[src/rtl/pipe_pkg.sv]
`default_nettype none
// ============================================================================
//  Module      : pipe_pkg
//  Description : Shared constants and helpers for the inter-stage pipeline
//                registers of the 5-stage MIPS core.
//  Revision    : 1.0 - initial release
// ============================================================================
package pipe_pkg;

   // PC value presented after reset (MARS-style text segment base)
   localparam logic [31:0] PC_RESET_DEF = 32'h0000_3000;

   // Default width of the hazard-unit Tnew field
   localparam int TNEW_W_DEF = 2;

   // Bubble control word: a bubble never writes a register and never
   // produces a result the hazard unit must wait for.
   localparam logic       BUBBLE_VALID    = 1'b0;
   localparam logic       BUBBLE_REGWRITE = 1'b0;
   localparam logic [4:0] BUBBLE_REGDST   = 5'd0;

   // Decrement by one, sticking at zero instead of wrapping
   function automatic logic [31:0] sat_dec(input logic [31:0] v);
      return (v == 32'd0) ? 32'd0 : v - 32'd1;
   endfunction

endpackage : pipe_pkg
`default_nettype wire

[src/rtl/pipe_stage_reg.sv]
`default_nettype none
// ============================================================================
//  Module      : pipe_stage_reg
//  Description : Parametrised pipeline boundary register with stall hold,
//                flush-to-bubble, valid qualification of the write-back
//                control, saturating Tnew decrement and a stall counter.
//  Revision    : 1.0 - initial release
// ============================================================================
module pipe_stage_reg
   import pipe_pkg::*;
#(
   parameter int          DATA_W           = 64,
   parameter int          TNEW_W           = TNEW_W_DEF,
   parameter bit          TNEW_DEC         = 1'b1,
   parameter logic [31:0] PC_RESET         = PC_RESET_DEF,
   parameter bit          KEEP_PC_ON_FLUSH = 1'b1,
   parameter int          CNT_W            = 16
) (
   input  logic              clk,
   input  logic              reset,
   input  logic              stall_i,
   input  logic              flush_i,
   input  logic              valid_i,
   input  logic [31:0]       pc_i,
   input  logic              regwrite_i,
   input  logic [4:0]        regdst_i,
   input  logic [TNEW_W-1:0] tnew_i,
   input  logic [DATA_W-1:0] data_i,
   output logic              valid_o,
   output logic [31:0]       pc_o,
   output logic              regwrite_o,
   output logic [4:0]        regdst_o,
   output logic [TNEW_W-1:0] tnew_o,
   output logic [DATA_W-1:0] data_o,
   output logic [CNT_W-1:0]  stall_cnt_o
);

   logic              r_valid;
   logic [31:0]       r_pc;
   logic              r_regwrite;
   logic [4:0]        r_regdst;
   logic [TNEW_W-1:0] r_tnew;
   logic [DATA_W-1:0] r_data;
   logic [CNT_W-1:0]  r_stall_cnt;

   logic [TNEW_W-1:0] w_tnew_next;
   logic [TNEW_W-1:0] w_tnew_load;
   logic [31:0]       w_flush_pc;
   logic [CNT_W-1:0]  w_stall_cnt_inc;

   // Tnew counts down one stage per advance, or is forwarded untouched
   generate
      if (TNEW_DEC) begin : g_tnew_dec
         assign w_tnew_next = TNEW_W'(sat_dec(32'(tnew_i)));
      end else begin : g_tnew_pass
         assign w_tnew_next = tnew_i;
      end
   endgenerate

   // An empty slot must look like "nothing pending" to the hazard unit
   assign w_tnew_load     = valid_i ? w_tnew_next : '0;
   assign w_flush_pc      = KEEP_PC_ON_FLUSH ? pc_i : PC_RESET;
   assign w_stall_cnt_inc = (r_stall_cnt == '1) ? r_stall_cnt
                                                : r_stall_cnt + CNT_W'(1);

   // Stage register update: reset > flush > stall > load
   always_ff @(posedge clk) begin
      if (reset) begin
         r_valid     <= BUBBLE_VALID;
         r_pc        <= PC_RESET;
         r_regwrite  <= BUBBLE_REGWRITE;
         r_regdst    <= BUBBLE_REGDST;
         r_tnew      <= '0;
         r_data      <= '0;
         r_stall_cnt <= '0;
      end else if (flush_i) begin
         r_valid     <= BUBBLE_VALID;
         r_pc        <= w_flush_pc;
         r_regwrite  <= BUBBLE_REGWRITE;
         r_regdst    <= BUBBLE_REGDST;
         r_tnew      <= '0;
         r_data      <= '0;
      end else if (stall_i) begin
         r_stall_cnt <= w_stall_cnt_inc;
      end else begin
         r_valid     <= valid_i;
         r_pc        <= pc_i;
         r_regwrite  <= regwrite_i & valid_i;
         r_regdst    <= valid_i ? regdst_i : BUBBLE_REGDST;
         r_tnew      <= w_tnew_load;
         r_data      <= data_i;
      end
   end

   assign valid_o     = r_valid;
   assign pc_o        = r_pc;
   assign regwrite_o  = r_regwrite;
   assign regdst_o    = r_regdst;
   assign tnew_o      = r_tnew;
   assign data_o      = r_data;
   assign stall_cnt_o = r_stall_cnt;

endmodule : pipe_stage_reg
`default_nettype wire

[config.mk]
export PLATFORM = sky130hd
export DESIGN_NAME = pipe_stage_reg
export DESIGN_NICKNAME = d
export VERILOG_FILES = /design/src/rtl/pipe_pkg.sv /design/src/rtl/pipe_stage_reg.sv
export SDC_FILE = /design/constraint.sdc
export NUM_CORES = 1
export LEC_CHECK = 0
export BUFFER_PORTS_ARGS = -buffer_cell sky130_fd_sc_hd__buf_2
export CORE_MARGIN = 4
export CORE_UTILIZATION = 42
export CTS_BUF_LIST = sky130_fd_sc_hd__clkbuf_8
export DETAILED_ROUTE_END_ITERATION = 12
export PLACE_DENSITY = 0.79
export SYNTH_ARGS = -nofsm -noshare
export SYNTH_HDL_FRONTEND = slang
export SYNTH_SLANG_ARGS = --single-unit
[constraint.sdc]
create_clock -name clk -period 1.8 [get_ports clk]
set_input_delay 0.18 -clock clk [delete_from_list [all_inputs] [get_ports clk]]
set_output_delay 0.18 -clock clk [all_outputs]
set_load 0.005 [all_outputs]
==> results.ini <==
[timing]
relSlewSlack_pct=52.6
final_worst_setup_slack_ns=-0.00172
whs_ns=0.0242
fin_crit_ns=1.80
setup_repair_after_global_routing_missed_its_margin=true
finalSetupTns_ns=-0.00172
fmax_mhz=555
hold_violations=0
timing.final.crit_share_pct=100
timing.final.setup_violations=1
worst_slew_pin_slew_ns=0.712
clock_skews_ns=0.0101
slew_violations=0

[setup_path]
critical_path.max_stage_delay_ns=0.56
crit_path_frequent_cell=or4_4
critPathMaxFanout=7
timing.critical_path.from_type=register
critical_path.cell_chain=buf_6 > nand2_2 > or4_4 > or4_4 > a21oi_2
critical_path_required_ns=2.15
worst-endpoint-arrival_ns=2.15
critical_path_start_end_classification=register to register
timing.critical_path.max_delay_family=simple AND/OR/NAND/NOR gates
critical_path.endpoint_type=register
critical_path.slowest_cell=or4_4
worstPathBufferInverterCount=1

[grt]
groute.usage.overall_pct=24.3
number_of_antenna_violations_at_the_first_check_in_global_routing=0
grt-ovfl-total=0
first_global_vias=4949
grt_max_degree=74
grt_pass1_wl_microns=24600

[placed_design]
detailed_place_hpwl_microns=9120
gp_congestion=0.849
port_buffers=229

[floorplanning]
die-height_microns=111
floorplan.die.width_microns=111
starting_density_pct=43.0
placement_rows=37
die_area_sq_mm=0.0123
core_sq_mm=0.0103
ioPinCount=230

[synth]
ys_seq_elements=121
synthCells=479
synth_seq_area_share_pct=54.6
synth_unique_cells=32
yosys_warnings=0
yosys.area.top_type=dfxtp_1
synth_top_cells_by_area=dfxtp_1, mux2i_1, nor2_1
mappedNetlistArea_sq_mm=0.00444
postSynthNetCount=589
synth_area_per_cell_sq_um=9.27
netlist.area_leader.share_pct=54.6

[status]
violations_in_the_final_reports=setup timing
status=complete, but fails checks

[layout]
layout.nets=924
mostFrequentLayoutCell=buf_2
antenna_cells_inserted=0
fillers=702
seqCellArea_sq_mm=0.00243
multi_input_area_sq_mm=0.00195
area.growth.synth_to_final_pct=65.6
layout_common_cells=buf_2, dfxtp_1, dlygate4sd3_1, nor2_1, nand2_1
drive_gt1_share_pct=37.1

[clocking]
clock_insertion_delay_worst_skew_ns=0.42
clkSinkCount=121
cts_tree=built
clock_input_transition_at_the_sequential_cells_of_the_worst_setup_and_hold_paths_ns=0.07
ctsHtreeMaxLevel=4
inserted_clock_buffers=17
clock_tree.root_cell=clkbuf_8
clockBufferDepth=2

[route]
route.vias.total=4833
drc_errors=0
drtPass1Iterations=4
avgViaCountPerCell=5.02
drt_wl_total_microns=15300
drt-wirelength-per-cell_microns=15.9
detail-route-antenna-nets=0
drtIter0Drc=426

[power_and_ir_drop]
power_per_cell_area_mw_per_mm2=900
ir_worst_vdd_mv=0.526
cellLeakagePower_nw=3.62

[run]
max_cap_violation_count=0

[hold_path]
hp-class=primary input to register

[cell usage after synthesis]
master,n
nand3_1,5
a32oi_1,1
buf_4,1
nand2b_4,1
clkbuf_1,23
inv_1,2
nor2_1,79
nor3_1,2
mux2_1,1
o21ai_0,8
nor4_1,3
mux2i_1,65
nand3b_1,2
or3_1,6
buf_2,5
o21a_1,1
or2_2,2
o41ai_1,1
ha_1,1
nor2b_1,3
a22oi_1,6
or4_1,7
buf_1,3
o21ba_1,1
and4_1,1
nor3b_1,2
a211oi_1,1
dfxtp_1,121
nand2_1,72
a21oi_1,43
nand4_1,5
o31ai_1,5
[worst register-to-register path, delay by kind of cell (launching register included)]
kind | cells | cell delay [ns]
and+or+nand+nor | 3 | 1.16
DFF | 1 | 0.36
AOI/OAI and AO/OA | 1 | 0.12
buffers and inverters | 1 | 0.10
[state kept, by name (all words and copies together), names as in the netlist]
register,flops
valid_o,1
stall_cnt_o,16
regwrite_o,1
tnew_o,2
pc_o,32
regdst_o,5
data_o,64
[path summary, 6_finish.rpt]
kind / to / from / slack, ns / depth (start not counted)
setup / recovery: stall_cnt_o[9] / stall_cnt_o[0] / -0.002 / 5
hold / removal: data_o[61] / data_i[61] / 0.02 / 3
setup reg to reg: stall_cnt_o[9] / stall_cnt_o[0] / -0.002 / 5
hold reg to reg: pc_o[27] / pc_o[27] / 0.45 / 2
[kinds of logic after synthesis]
family	after synthesis	synth area share, %
muxes	66	14.9
AOI/OAI and AO/OA	67	8.57
DFF	121	54.6
and+or+nand+nor	190	18.6
buffers and inverters	34	3.10
adders and majority gates	1	0.282
[metal layers]
layer / wire [microns] / global-route usage [%] / vias up
li1: - / - / 2300
met1: 5860 / 26.5 / 2254
met2: 7560 / 41.9 / 238
met3: 1350 / 9.06 / 41
met4: 510 / 10.7 / 0
met5: 0 / 0 / -
[final cells by class]
| cell class | instances | share of cell area (%) |
|---|---|---|
| clock inverters | 13 | 3.35 |
| multi-input cells | 324 | 26.5 |
| clock buffers | 19 | 3.56 |
| repair buffers | 348 | 31.1 |
| well taps | 136 | 2.31 |
| inverters | 2 | 0.102 |
| flip-flops and latches | 121 | 33.1 |
[power breakdown]
| part | internal, W | leakage, nW | switching [W] | total, W |
|---|---|---|---|---|
| clock | 0.00200 | 0.263 | 0.00106 | 0.00306 |
| sequential | 0.00277 | 0.992 | 0.0000537 | 0.00283 |
| combinational | 0.000406 | 2.36 | 0.000325 | 0.000730 |
| total | 0.00518 | 3.62 | 0.00144 | 0.00662 |
[stage by stage]
step           setup slack, ns  utilization (%)  power, W  cells  cell area (sq um)
6_report              -0.00172             71.2   0.00662    963               7350
5_1_grt                -0.0932             71.2   0.00690    963               7350
4_1_cts                -0.0232             70.4   0.00665    957               7270
3_5_place_dp           -0.0697             56.7   0.00343    835               5860
3_3_place_gp           -0.0241             56.7   0.00341    835               5860
2_1_floorplan          -0.0142                -   0.00315    479               4480
[what timing repair did]
item | CTS | global route
gates resized for setup | 1 | 9
setup buffers | 0 | 6
hold buffers | 90 | 0
pin swaps | 2 | 9
endpoints found under the hold margin | 90 | 0
endpoints found under the setup margin | 6 | 10
Note: power is estimated with default switching activity, not from simulation.
